<file path="config.mk">
export PLATFORM = sky130hd
export DESIGN_NAME = apb_master_bridge_flat
export DESIGN_NICKNAME = d
export VERILOG_FILES = /design/src/rtl/apb_master_bridge_if.sv /design/src/rtl/apb_master_bridge.sv /design/src/flat_wrapper.sv
export SDC_FILE = /design/constraint.sdc
export NUM_CORES = 1
export LEC_CHECK = 0
export ABC_AREA = 0
export BUFFER_PORTS_ARGS = -buffer_cell sky130_fd_sc_hd__buf_2
export CORE_MARGIN = 8
export CORE_UTILIZATION = 30
export DETAILED_ROUTE_END_ITERATION = 10
export GPL_TIMING_DRIVEN = 0
export SYNTH_ARGS = -nofsm -noshare
export SYNTH_HDL_FRONTEND = slang
export SYNTH_SLANG_ARGS = --single-unit
</file>
<file path="constraint.sdc">
create_clock -name clk -period 4.7 [get_ports clk]
set_input_delay 0 -clock clk [delete_from_list [all_inputs] [get_ports clk]]
set_output_delay 0 -clock clk [all_outputs]
set_load 0.01 [all_outputs]
</file>
<file path="src/rtl/apb_master_bridge_if.sv">
// Bundle of the command/response handshake and the APB bus driven by
// apb_master_bridge. The master modport is the bridge's view; the slave
// modport is the view of whatever surrounds it (driver plus APB slave).
interface apb_master_bridge_if;
  logic        cmd_valid;
  logic        cmd_ready;
  logic        cmd_write;
  logic [4:0]  cmd_addr;
  logic [31:0] cmd_wdata;
  logic [3:0]  cmd_strb;
  logic [2:0]  cmd_prot;
  logic        rsp_valid;
  logic [31:0] rsp_rdata;
  logic        rsp_err;
  logic        rsp_timeout;
  logic        psel;
  logic        penable;
  logic        pwrite;
  logic [4:0]  addr;
  logic [31:0] pwdata;
  logic [3:0]  pstrobe;
  logic [2:0]  Prot;
  logic        pready;
  logic        pslverr;
  logic [31:0] prdata;

  modport master (
    input  cmd_valid, cmd_write, cmd_addr, cmd_wdata, cmd_strb, cmd_prot,
    input  pready, pslverr, prdata,
    output cmd_ready, rsp_valid, rsp_rdata, rsp_err, rsp_timeout,
    output psel, penable, pwrite, addr, pwdata, pstrobe, Prot
  );

  modport slave (
    output cmd_valid, cmd_write, cmd_addr, cmd_wdata, cmd_strb, cmd_prot,
    output pready, pslverr, prdata,
    input  cmd_ready, rsp_valid, rsp_rdata, rsp_err, rsp_timeout,
    input  psel, penable, pwrite, addr, pwdata, pstrobe, Prot
  );
endinterface

</file>
<file path="src/rtl/apb_master_bridge.sv">
// APB initiator: takes one command at a time, runs an APB setup/access
// transfer with wait-state support and an optional pready timeout, and
// returns a one-cycle response pulse. Every output comes from a register.
module apb_master_bridge #(
  parameter int TIMEOUT_CYCLES = 16,  // 0 disables the timeout
  parameter int CNT_W          = 8
) (
  input logic                 clk,
  input logic                 resetn,
  apb_master_bridge_if.master bus
);

  typedef enum logic [1:0] {IDLE, SETUP, ACCESS} state_t;

  localparam bit              TIMEOUT_EN = (TIMEOUT_CYCLES != 0);
  localparam logic [CNT_W-1:0] CNT_LAST  =
    CNT_W'((TIMEOUT_CYCLES > 0) ? (TIMEOUT_CYCLES - 1) : 0);

  state_t            state_reg, state_next;
  logic [CNT_W-1:0]  cnt_reg, cnt_next;
  logic              cmd_ready_reg, cmd_ready_next;
  logic              psel_reg, psel_next;
  logic              penable_reg, penable_next;
  logic              pwrite_reg, pwrite_next;
  logic [4:0]        addr_reg, addr_next;
  logic [31:0]       pwdata_reg, pwdata_next;
  logic [3:0]        pstrobe_reg, pstrobe_next;
  logic [2:0]        prot_reg, prot_next;
  logic              rsp_valid_reg, rsp_valid_next;
  logic [31:0]       rsp_rdata_reg, rsp_rdata_next;
  logic              rsp_err_reg, rsp_err_next;
  logic              rsp_timeout_reg, rsp_timeout_next;

  // State, wait counter and all output registers; reset leaves only cmd_ready set.
  always_ff @(posedge clk or negedge resetn) begin
    if (!resetn) begin
      state_reg       <= IDLE;
      cnt_reg         <= '0;
      cmd_ready_reg   <= 1'b1;
      psel_reg        <= 1'b0;
      penable_reg     <= 1'b0;
      pwrite_reg      <= 1'b0;
      addr_reg        <= '0;
      pwdata_reg      <= '0;
      pstrobe_reg     <= '0;
      prot_reg        <= '0;
      rsp_valid_reg   <= 1'b0;
      rsp_rdata_reg   <= '0;
      rsp_err_reg     <= 1'b0;
      rsp_timeout_reg <= 1'b0;
    end else begin
      state_reg       <= state_next;
      cnt_reg         <= cnt_next;
      cmd_ready_reg   <= cmd_ready_next;
      psel_reg        <= psel_next;
      penable_reg     <= penable_next;
      pwrite_reg      <= pwrite_next;
      addr_reg        <= addr_next;
      pwdata_reg      <= pwdata_next;
      pstrobe_reg     <= pstrobe_next;
      prot_reg        <= prot_next;
      rsp_valid_reg   <= rsp_valid_next;
      rsp_rdata_reg   <= rsp_rdata_next;
      rsp_err_reg     <= rsp_err_next;
      rsp_timeout_reg <= rsp_timeout_next;
    end
  end

  // Next-state and next-output logic; everything holds unless a state acts on it.
  always_comb begin
    state_next       = state_reg;
    cnt_next         = cnt_reg;
    cmd_ready_next   = cmd_ready_reg;
    psel_next        = psel_reg;
    penable_next     = penable_reg;
    pwrite_next      = pwrite_reg;
    addr_next        = addr_reg;
    pwdata_next      = pwdata_reg;
    pstrobe_next     = pstrobe_reg;
    prot_next        = prot_reg;
    rsp_valid_next   = 1'b0;  // response is a single-cycle pulse
    rsp_rdata_next   = rsp_rdata_reg;
    rsp_err_next     = rsp_err_reg;
    rsp_timeout_next = rsp_timeout_reg;

    case (state_reg)
      IDLE: begin
        if (bus.cmd_valid) begin
          pwrite_next    = bus.cmd_write;
          addr_next      = bus.cmd_addr;
          pwdata_next    = bus.cmd_wdata;
          pstrobe_next   = bus.cmd_strb;
          prot_next      = bus.cmd_prot;
          cmd_ready_next = 1'b0;
          psel_next      = 1'b1;
          cnt_next       = '0;
          state_next     = SETUP;
        end
      end
      SETUP: begin
        penable_next = 1'b1;
        state_next   = ACCESS;
      end
      ACCESS: begin
        // pready wins over the timeout when both land on the same cycle
        if (bus.pready) begin
          psel_next        = 1'b0;
          penable_next     = 1'b0;
          cmd_ready_next   = 1'b1;
          rsp_valid_next   = 1'b1;
          rsp_err_next     = bus.pslverr;
          rsp_timeout_next = 1'b0;
          rsp_rdata_next   = pwrite_reg ? 32'd0 : bus.prdata;
          state_next       = IDLE;
        end else if (TIMEOUT_EN && (cnt_reg == CNT_LAST)) begin
          psel_next        = 1'b0;
          penable_next     = 1'b0;
          cmd_ready_next   = 1'b1;
          rsp_valid_next   = 1'b1;
          rsp_err_next     = 1'b1;
          rsp_timeout_next = 1'b1;
          rsp_rdata_next   = 32'd0;
          state_next       = IDLE;
        end else begin
          cnt_next = cnt_reg + CNT_W'(1);
        end
      end
      default: begin
        state_next = IDLE;
      end
    endcase
  end

  assign bus.cmd_ready   = cmd_ready_reg;
  assign bus.psel        = psel_reg;
  assign bus.penable     = penable_reg;
  assign bus.pwrite      = pwrite_reg;
  assign bus.addr        = addr_reg;
  assign bus.pwdata      = pwdata_reg;
  assign bus.pstrobe     = pstrobe_reg;
  assign bus.Prot        = prot_reg;
  assign bus.rsp_valid   = rsp_valid_reg;
  assign bus.rsp_rdata   = rsp_rdata_reg;
  assign bus.rsp_err     = rsp_err_reg;
  assign bus.rsp_timeout = rsp_timeout_reg;

endmodule

</file>
<file path="src/flat_wrapper.sv">
// flat-port wrapper written by rule: the top's interface ports become plain ports
module apb_master_bridge_flat 
#(
  parameter int TIMEOUT_CYCLES = 16,                           
  parameter int CNT_W          = 8
)
  (clk, resetn, bus_cmd_valid, bus_cmd_write, bus_cmd_addr, bus_cmd_wdata, bus_cmd_strb, bus_cmd_prot, bus_pready, bus_pslverr, bus_prdata, bus_cmd_ready, bus_rsp_valid, bus_rsp_rdata, bus_rsp_err, bus_rsp_timeout, bus_psel, bus_penable, bus_pwrite, bus_addr, bus_pwdata, bus_pstrobe, bus_Prot);
  apb_master_bridge_if bus_i ();
  input logic clk;
  input logic resetn;
  input wire logic [$bits(bus_i.cmd_valid)-1:0] bus_cmd_valid;
  input wire logic [$bits(bus_i.cmd_write)-1:0] bus_cmd_write;
  input wire logic [$bits(bus_i.cmd_addr)-1:0] bus_cmd_addr;
  input wire logic [$bits(bus_i.cmd_wdata)-1:0] bus_cmd_wdata;
  input wire logic [$bits(bus_i.cmd_strb)-1:0] bus_cmd_strb;
  input wire logic [$bits(bus_i.cmd_prot)-1:0] bus_cmd_prot;
  input wire logic [$bits(bus_i.pready)-1:0] bus_pready;
  input wire logic [$bits(bus_i.pslverr)-1:0] bus_pslverr;
  input wire logic [$bits(bus_i.prdata)-1:0] bus_prdata;
  output wire logic [$bits(bus_i.cmd_ready)-1:0] bus_cmd_ready;
  output wire logic [$bits(bus_i.rsp_valid)-1:0] bus_rsp_valid;
  output wire logic [$bits(bus_i.rsp_rdata)-1:0] bus_rsp_rdata;
  output wire logic [$bits(bus_i.rsp_err)-1:0] bus_rsp_err;
  output wire logic [$bits(bus_i.rsp_timeout)-1:0] bus_rsp_timeout;
  output wire logic [$bits(bus_i.psel)-1:0] bus_psel;
  output wire logic [$bits(bus_i.penable)-1:0] bus_penable;
  output wire logic [$bits(bus_i.pwrite)-1:0] bus_pwrite;
  output wire logic [$bits(bus_i.addr)-1:0] bus_addr;
  output wire logic [$bits(bus_i.pwdata)-1:0] bus_pwdata;
  output wire logic [$bits(bus_i.pstrobe)-1:0] bus_pstrobe;
  output wire logic [$bits(bus_i.Prot)-1:0] bus_Prot;
  assign bus_i.cmd_valid = bus_cmd_valid;
  assign bus_i.cmd_write = bus_cmd_write;
  assign bus_i.cmd_addr = bus_cmd_addr;
  assign bus_i.cmd_wdata = bus_cmd_wdata;
  assign bus_i.cmd_strb = bus_cmd_strb;
  assign bus_i.cmd_prot = bus_cmd_prot;
  assign bus_i.pready = bus_pready;
  assign bus_i.pslverr = bus_pslverr;
  assign bus_i.prdata = bus_prdata;
  assign bus_cmd_ready = bus_i.cmd_ready;
  assign bus_rsp_valid = bus_i.rsp_valid;
  assign bus_rsp_rdata = bus_i.rsp_rdata;
  assign bus_rsp_err = bus_i.rsp_err;
  assign bus_rsp_timeout = bus_i.rsp_timeout;
  assign bus_psel = bus_i.psel;
  assign bus_penable = bus_i.penable;
  assign bus_pwrite = bus_i.pwrite;
  assign bus_addr = bus_i.addr;
  assign bus_pwdata = bus_i.pwdata;
  assign bus_pstrobe = bus_i.pstrobe;
  assign bus_Prot = bus_i.Prot;
  apb_master_bridge #(.TIMEOUT_CYCLES(TIMEOUT_CYCLES), .CNT_W(CNT_W)) u_core (.clk(clk), .resetn(resetn), .bus(bus_i));
endmodule
</file>
* Word-level counts from Yosys, hierarchy flattened
Index checks and enable logic that the tools add are counted.
** Operators by class
- $add $sub $neg :: 1
- Eq/ne operators :: 7
- Multiplexer cells :: 25
- Reduce and logical (&&, ||, !) cells :: 10
** Operators with widths (count)
- $mux W32 :: 3
- $mux W8 :: 3
- $pmux W8 S2 :: 1
- $mux W1 :: 11
- $add A8 B1 Y8 const B :: 1
- $eq A8 B4 Y1 const B :: 1
- $reduce_and A2 Y1 :: 4
- $mux W2 :: 3
- $ne A2 B2 Y1 const B :: 3
- $pmux W1 S2 :: 3
- $pmux W2 S3 :: 1
- $reduce_bool A2 Y1 :: 3
- $reduce_and A4 Y1 :: 1
- $ne A3 B2 Y1 const B :: 1
- $reduce_and A3 Y1 :: 1
- $eq A2 B1 Y1 const B :: 1
- $eq A2 B2 Y1 const B :: 1
- $logic_not A2 Y1 :: 1
** Word-level totals
- Bits in registers :: 93
- Input port bits :: 82
- Output and inout bits :: 83
- Word-level logic and storage cells :: 57

* Depth between registers and ports, before layout
Gate-level depths: netlist of the first run.
- Depth in word-level cells :: 4
- Mapped depth :: 7
- Mapped depth without buffers :: 6

* Worst setup path after synthesis of the first run
Ideal clock, no wire load.
- Path type :: register -> register
- Start :: register u_core.state_reg[0]
- End :: register u_core.pwdata_reg[0] (netlist: u_core.bus.pwdata[0])
- Library setup time :: 0.125 ns
- Data arrival time :: 1.484 ns
- Data required time :: 4.575 ns
- Slack :: 3.092 ns
- Stages on the path, launching flop included :: 6
- Path buffers :: 1
- Clock period less this slack :: 1.608 ns
- Path through :: dfrtp_1 -> inv_1 -> ha_1 -> nand2_1 -> buf_1 -> mux2_2
** On the way
- Word-level cells in the longest chain between the ends :: 2
** RTL lines
- from (decl) :: RTL line apb_master_bridge.sv:19 : state_t state_reg, state_next;
- from (signal assigned) :: RTL line apb_master_bridge.sv:52 : state_reg <= state_next;
- $logic_not A2 Y1 :: RTL line apb_master_bridge.sv:86 : case (state_reg)
- $reduce_and A2 Y1 (no source line)
- to (signal assigned) :: RTL line apb_master_bridge.sv:59 : pwdata_reg <= pwdata_next;
- to (decl) :: RTL line apb_master_bridge.sv:26 : logic [31:0] pwdata_reg, pwdata_next;
No other way between the ends.
A chain may end at the register's enable or synchronous reset.

* Worst setup path in the final report of the first run
- Start :: register u_core.state_reg[0]
- End :: register u_core.pwdata_reg[5] (netlist: u_core.bus.pwdata[5])
The elaborated chain is that of the path after synthesis.

==> results of run 1 <==
[final timing paths]
| check | end | slack, ns | startpoint |
|---|---|---|---|
| min in group asynchronous | u_core.cnt_reg[0] | 0.21 | resetn |
| worst min register to register | u_core.bus.pwdata[14] | 0.50 | u_core.bus.pwdata[14] |
| worst max-delay path | u_core.bus.pwdata[5] | 2.72 | u_core.state_reg[0] |
| max in group asynchronous | u_core.bus.cmd_ready | 3.82 | resetn |
| worst max register to register | u_core.bus.pwdata[5] | 2.72 | u_core.state_reg[0] |
| worst min-delay path | u_core.state_reg[0] | 0.02 | bus_cmd_valid |
[synth_stat cells, types with 2 or more instances]
cell	number	area [um^2]
a21o_1	2	15.0
a21oi_1	12	60.1
a22o_1	32	280
and3_1	2	12.5
buf_1	4	15.0
buf_2	2	10.0
buf_6	3	33.8
clkbuf_1	5	18.8
dfrtp_1	92	2300
ha_1	4	50.1
inv_1	5	18.8
mux2_2	45	507
mux2i_1	3	30.0
nand2_1	9	33.8
nand3_1	3	15.0
nor2_1	4	15.0
nor3_1	3	15.0
o21ai_0	10	50.1
[cells by family after synthesis]
| group | after synthesis | share of synthesized area |
|---|---|---|
| multiplexers | 48 | 0.146 |
| buffers and inverters | 20 | 0.0272 |
| XOR/XNOR | 1 | 0.00238 |
| AO/OA/AOI/OAI | 63 | 0.128 |
| flip-flops | 93 | 0.634 |
| AND/OR/NAND/NOR | 31 | 0.0494 |
| adder cells (fa/ha/maj) | 4 | 0.0136 |
[cell usage in the layout (no fill, tap or decap), types with 2 or more instances in the layout]
| master | synthesis | layout |
|---|---|---|
| ha_1 | 4 | 4 |
| mux2i_1 | 3 | 3 |
| a22o_1 | 32 | 32 |
| a21oi_1 | 12 | 12 |
| o21ai_0 | 10 | 10 |
| and3_1 | 2 | 2 |
| bufinv_16 | 0 | 2 |
| nand2_1 | 9 | 9 |
| clkbuf_16 | 0 | 9 |
| mux2_2 | 45 | 45 |
| inv_1 | 5 | 5 |
| buf_2 | 2 | 164 |
| nor2_1 | 4 | 4 |
| dlygate4sd3_1 | 0 | 80 |
| nor3_1 | 3 | 3 |
| buf_6 | 3 | 3 |
| buf_1 | 4 | 4 |
| nand3_1 | 3 | 3 |
| dfrtp_1 | 92 | 92 |
| clkbuf_1 | 5 | 6 |
| a21o_1 | 2 | 2 |
| clkinvlp_4 | 0 | 2 |
[metal layers]
| layer | vias to the layer above | routed length [um] | share of wire | track usage |
|---|---|---|---|---|
| li1 | 1461 | - | - | - |
| met1 | 1518 | 4470 | 0.42 | 0.155 |
| met2 | 118 | 5130 | 0.48 | 0.218 |
| met3 | 12 | 823 | 0.078 | 0.0448 |
| met4 | 0 | 176 | 0.017 | 0.0588 |
| met5 | - | 0 | 0 | 0 |
[worst min-delay path: cells and delay by family]
| family | cells | cell delay, ns |
|---|---|---|
| buf+inv | 1 | 0.13 |
| compound gates | 2 | 0.17 |
[report_power, final]
group	internal, mW	switching [mW]
Clock	0.481	0.294
Sequential	1.16	0.179
Combinational	0.661	0.638
Total	2.30	1.11
[layout make-up]
| type | count | area [um^2] | area share |
|---|---|---|---|
| diodes | 1 | 2.50 | 0.000429 |
| plain buffers | 14 | 77.6 | 0.0133 |
| clock buffers | 11 | 243 | 0.0416 |
| clock inverters | 5 | 83.8 | 0.0144 |
| inverters | 6 | 22.5 | 0.00386 |
| multi-input cells | 147 | 1250 | 0.214 |
| flip-flops and latches | 93 | 2330 | 0.399 |
| well taps | 147 | 184 | 0.0315 |
| repair buffers | 244 | 1650 | 0.282 |
[what timing repair did]
action,in CTS,in global routing
hold buffers,80,0
setup buffers,0,0
endpoints found under the hold margin,123,0
==> results.tsv, run 1 <==
stage	metric	value	unit
logic_synthesis	synth-edff-count	0	
timing	min_period	1.98	ns
grt	overflow	0	
cts	cts_buffers	9	
final_layout	post-route-util	0.488	
outcome	status	completed	
critical_path	arrival	2.19	ns
grt	grt_pass1_wl	17.2	mm
logic_synthesis	synth_seq_cells	93	
logic_synthesis	syn_inst	260	
timing	fin_skew	0.00729	ns
floorplanning	rows	40	
timing	maxSlewViolCount	0	
critical_path	worstPathRequired	4.92	ns
power_and_ir_drop	powerDensity	585	nW/um^2
drt	dr.pass1.iters	4	
logic_synthesis	syn-cell-area	3670	um^2
critical_path	reg2reg_depth	5	
critical_path	crit_chain	inv_1 -> ha_1 -> nand2_1 -> buf_1 -> mux2_2	
critical_path	cpMaxStageDelayCell	buf_1	
drt	avgRoutedWirePerCell	15.9	um
critical_path	crit_path_end_kind	flip-flop	
drt	vias	3109	
power_and_ir_drop	power.leakage	2.85	nW
timing	hold_ws	0.0221	ns
drt	routed_via_density	4.65	
job	cap_violations	0	
critical_path	worst-path-buf-inv	2	
power_and_ir_drop	total_power	3.41	mW
floorplanning	coreArea	12000	um^2
timing	final-setup-viol-count	0	
timing	fin_ws	2.72	ns
cts	cts_tree	done	
timing	report.final.hold_viol_count	0	
floorplanning	start_util	0.307	
placed_design	post-place-cells	571	
hold_path	min_delay_path_depth	3	
placed_design	routabilityCongestion	0.797	
placed_design	dpl_cell_area	4700	um^2
timing	worst_slew_pin_slew	0.595	ns
grt	grtUsageTotal	0.133	
floorplanning	dieHeight	127	um
critical_path	cpLargestDelayFamily	buffers and inverters	
final_layout	instances_no_fill	668	
timing	maxSlewHeadroom	0.603	
cts	cts_max_path_buffers	2	
grt	antenna_found_initial	1	
timing	fin_crit_sh	0.420	
final_layout	syn2layout_area_growth	58.8	%
logic_synthesis	synthArstFlopShare	1.00	
hold_path	hold_path.class	in -> reg	
timing	fin_setup_tns	0	ns
drt	ant_nets	0	
logic_synthesis	ys_warn_count	0	
drt	post-route-drc-count	0	
floorplanning	fp.dieW	127	um
grt	grt_max_degree	50	
cts	cts_sinks	93	
drt	drt_iter0_markers	121	
final_layout	drive_gt1_frac	0.452	
timing	max_freq	506	MHz
floorplanning	die_area	16000	um^2
critical_path	crit_path_max_fanout	10	
timing	rsz0062_at_grt	false	
critical_path	max_stage_delay	0.48	ns
logic_synthesis	synth_ff_type	dfrtp_1	
final_layout	final_nets	601	
critical_path	critPathKind	reg -> reg	
grt	grt_pass1_vias	3365	
logic_synthesis	syn_nets	346	
power_and_ir_drop	ir_drop	0.248	mV
drt	wl	10.6	mm
cts	htreeDepth	3	
logic_synthesis	seq_area_frac_synth	0.634	
cts	post_cts_resized	0	
critical_path	startpoint_type	flip-flop	
logic_synthesis	synth_cell_types	38	
floorplanning	pin_count	165	
placed_design	port_buffers	163	
cts	clk_pin_slew	0.06	ns
logic_synthesis	postSynthAreaPerCell	14.1	um^2
placed_design	detailedPlace.worstSlack	2.71	ns
cts	clock_latency	0.34	ns
final_layout	stdcell_area	5830	um^2
critical_path	critical_path_depth	5	
final_layout	fillers	1022	
placed_design	hpwl	7.39	mm
cts	cts_root_buf	clkbuf_16	
Power figures use the tool's default switching activity.
==> run 2, diff against run 1 <==
==> constraint.sdc (replaced) <==
create_clock -name clk -period 1.63 [get_ports clk]
set_input_delay 0 -clock clk [delete_from_list [all_inputs] [get_ports clk]]
set_output_delay 0 -clock clk [all_outputs]
set_load 0.01 [all_outputs]
==> results.tsv, run 2 (synthesized netlist as in run 1, its figures left out) <==
stage	metric	value	unit	change
critical_path	crit_path_max_fanout	7		-3
drt	avgRoutedWirePerCell	16.0	um	+0.94%
final_layout	drive_gt1_frac	0.498		+0.0462
grt	antenna_found_initial	1		unchanged
cts	cts_tree	done		
floorplanning	fp.dieW	127	um	unchanged
grt	overflow	0		unchanged
outcome	status	complete, but fails checks		
critical_path	startpoint_type	flip-flop		
cts	htreeDepth	3		unchanged
timing	worst_slew_pin_slew	0.594	ns	-0.00190 ns
grt	grt_max_degree	50		unchanged
drt	wl	10.9	mm	+2.5%
placed_design	detailedPlace.worstSlack	-0.363	ns	-3.07 ns
timing	rsz0062_at_grt	true		
floorplanning	die_area	16000	um^2	unchanged
timing	min_period	1.64	ns	-0.336 ns
floorplanning	pin_count	165		unchanged
critical_path	worstPathRequired	1.85	ns	-3.07 ns
critical_path	crit_start	u_core.cnt_reg[5]		
hold_path	hold_path.class	in -> reg		
drt	ant_nets	0		unchanged
floorplanning	dieHeight	127	um	unchanged
power_and_ir_drop	power.leakage	2.94	nW	+3.1%
timing	fin_skew	0.00547	ns	-0.00183 ns
drt	drt_iter0_markers	119		-1.7%
power_and_ir_drop	power_frac_clock	0.223		-0.004
critical_path	critPathKind	reg -> reg		
floorplanning	coreArea	12000	um^2	unchanged
cts	cts_max_path_buffers	2		unchanged
placed_design	port_buffers	163		unchanged
timing	fin_ws	-0.00965	ns	-2.73 ns
power_and_ir_drop	switching_power	3.24	mW	+190%
floorplanning	start_util	0.307		unchanged
job	cap_violations	0		unchanged
timing	maxSlewViolCount	0		unchanged
timing	final-setup-viol-count	3		+3
timing	max_freq	610	MHz	+20%
final_layout	syn2layout_area_growth	63.4	%	
cts	clk_pin_slew	0.06	ns	about the same
cts	cts_root_buf	clkbuf_16		
drt	routed_via_density	4.68		+0.52%
power_and_ir_drop	combPwrFrac	0.393		+0.013
timing	maxSlewHeadroom	0.604		+0.00126
power_and_ir_drop	swShare	0.322		-0.00301
final_layout	final_common_cell	buf_2		
power_and_ir_drop	total_power	10.0	mW	+190%
cts	cts_buffers	9		unchanged
grt	grtUsageTotal	0.136		+0.00295
outcome	violations	negative setup slack		
critical_path	crit_path_end_kind	flip-flop		
hold_path	hold_start	bus_cmd_valid		
power_and_ir_drop	p_int	6.80	mW	+200%
placed_design	routabilityCongestion	0.797		unchanged
final_layout	final_nets	611		+1.7%
grt	grt_pass1_wl	17.6	mm	+2.0%
power_and_ir_drop	p_seq_frac	0.385		-0.008
final_layout	final_cell_mix	buf_2 (164), dfrtp_1 (91), dlygate4sd3_1 (80), mux2_2 (45), a22o_1 (32)		
floorplanning	rows	40		unchanged
power_and_ir_drop	powerDensity	1670	nW/um^2	+190%
drt	post-route-drc-count	0		unchanged
drt	vias	3172		+2.0%
timing	fin_crit_sh	1.01		+0.586
cts	clock_latency	0.34	ns	about the same
critical_path	rr_startpoint	u_core.cnt_reg[5]		
timing	report.final.hold_viol_count	0		unchanged
critical_path	arrival	1.86	ns	-0.33 ns
cts	cts_sinks	93		unchanged
power_and_ir_drop	ir_drop	0.715	mV	+190%
placed_design	hpwl	7.39	mm	unchanged
grt	grt_pass1_vias	3438		+2.2%
drt	dr.pass1.iters	4		unchanged
==> run 2: critical path, cell delays in order (launching register included) <==
cell and delay (ns):
dfrtp_2 0.43, nor4_4 0.32, and2_4 0.22, o21ai_4 0.06
buf_12 0.15, buf_6 0.12, a22o_1 0.22
==> run 2: final timing paths <==
path	end	slack, ns	cells past startpoint
max in group asynchronous	u_core.bus.cmd_ready	0.75	3
max reg2reg	u_core.bus.rsp_rdata[5]	-0.01	6
min	u_core.state_reg[0]	0.04	3
min in group asynchronous	u_core.state_reg[0]	0.21	2
min reg2reg	u_core.bus.pwdata[14]	0.50	1
max	u_core.bus.rsp_rdata[5]	-0.01	6
==> run 2: cell type report <==
class / count / area, um^2
tap: 147 / 184
inverter: 6 / 22.5
antenna: 1 / 2.50
sequential: 93 / 2330
buffer: 13 / 108
clock buffer: 11 / 243
fill: 1018 / 5960
timing repair buffer: 255 / 1760
clock inverter: 5 / 83.8
multi-input combinational: 147 / 1280
==> run 2: timing repair <==
item,CTS,global route
setup endpoints to repair,87,88
hold endpoints to repair,123,0
pin swaps,3,30
cloned,2,0
resized for setup,20,16
buffers inserted,8,2
hold buffers,80,0
==> run 2: layer usage <==
layer | part of all wire | global-route usage | vias to the layer above
li1 | - | - | 1487
met1 | 0.42 | 0.159 | 1543
met2 | 0.48 | 0.221 | 124
met3 | 0.079 | 0.0452 | 18
met4 | 0.025 | 0.0644 | 0
met5 | 0 | 0 | -
==> run 2: power groups by stage <==
stage,Combinational (mW),Sequential [mW],Clock (mW)
after CTS,3.92,3.86,2.33
after global routing,4.26,4.00,2.41
final,3.94,3.86,2.24
after floorplan,1.53,4.36,0
after global placement,3.56,3.84,0
after detailed placement,3.64,3.89,0
==> run 2: per-stage QoR <==
stage | area [um^2] | std cells | setup TNS [ns] | util | hold WS [ns]
floorplan | 3670 | 260 | 0 | - | -0.296
global placement | 4670 | 570 | -47.22 | 0.391 | 0.214
detailed placement | 4700 | 571 | -22.84 | 0.393 | 0.0561
CTS | 5950 | 676 | -0.00663 | 0.497 | 0.0112
global route | 6010 | 678 | -1.75 | 0.502 | 0.0366
finish | 6010 | 678 | -0.0193 | 0.502 | 0.0373
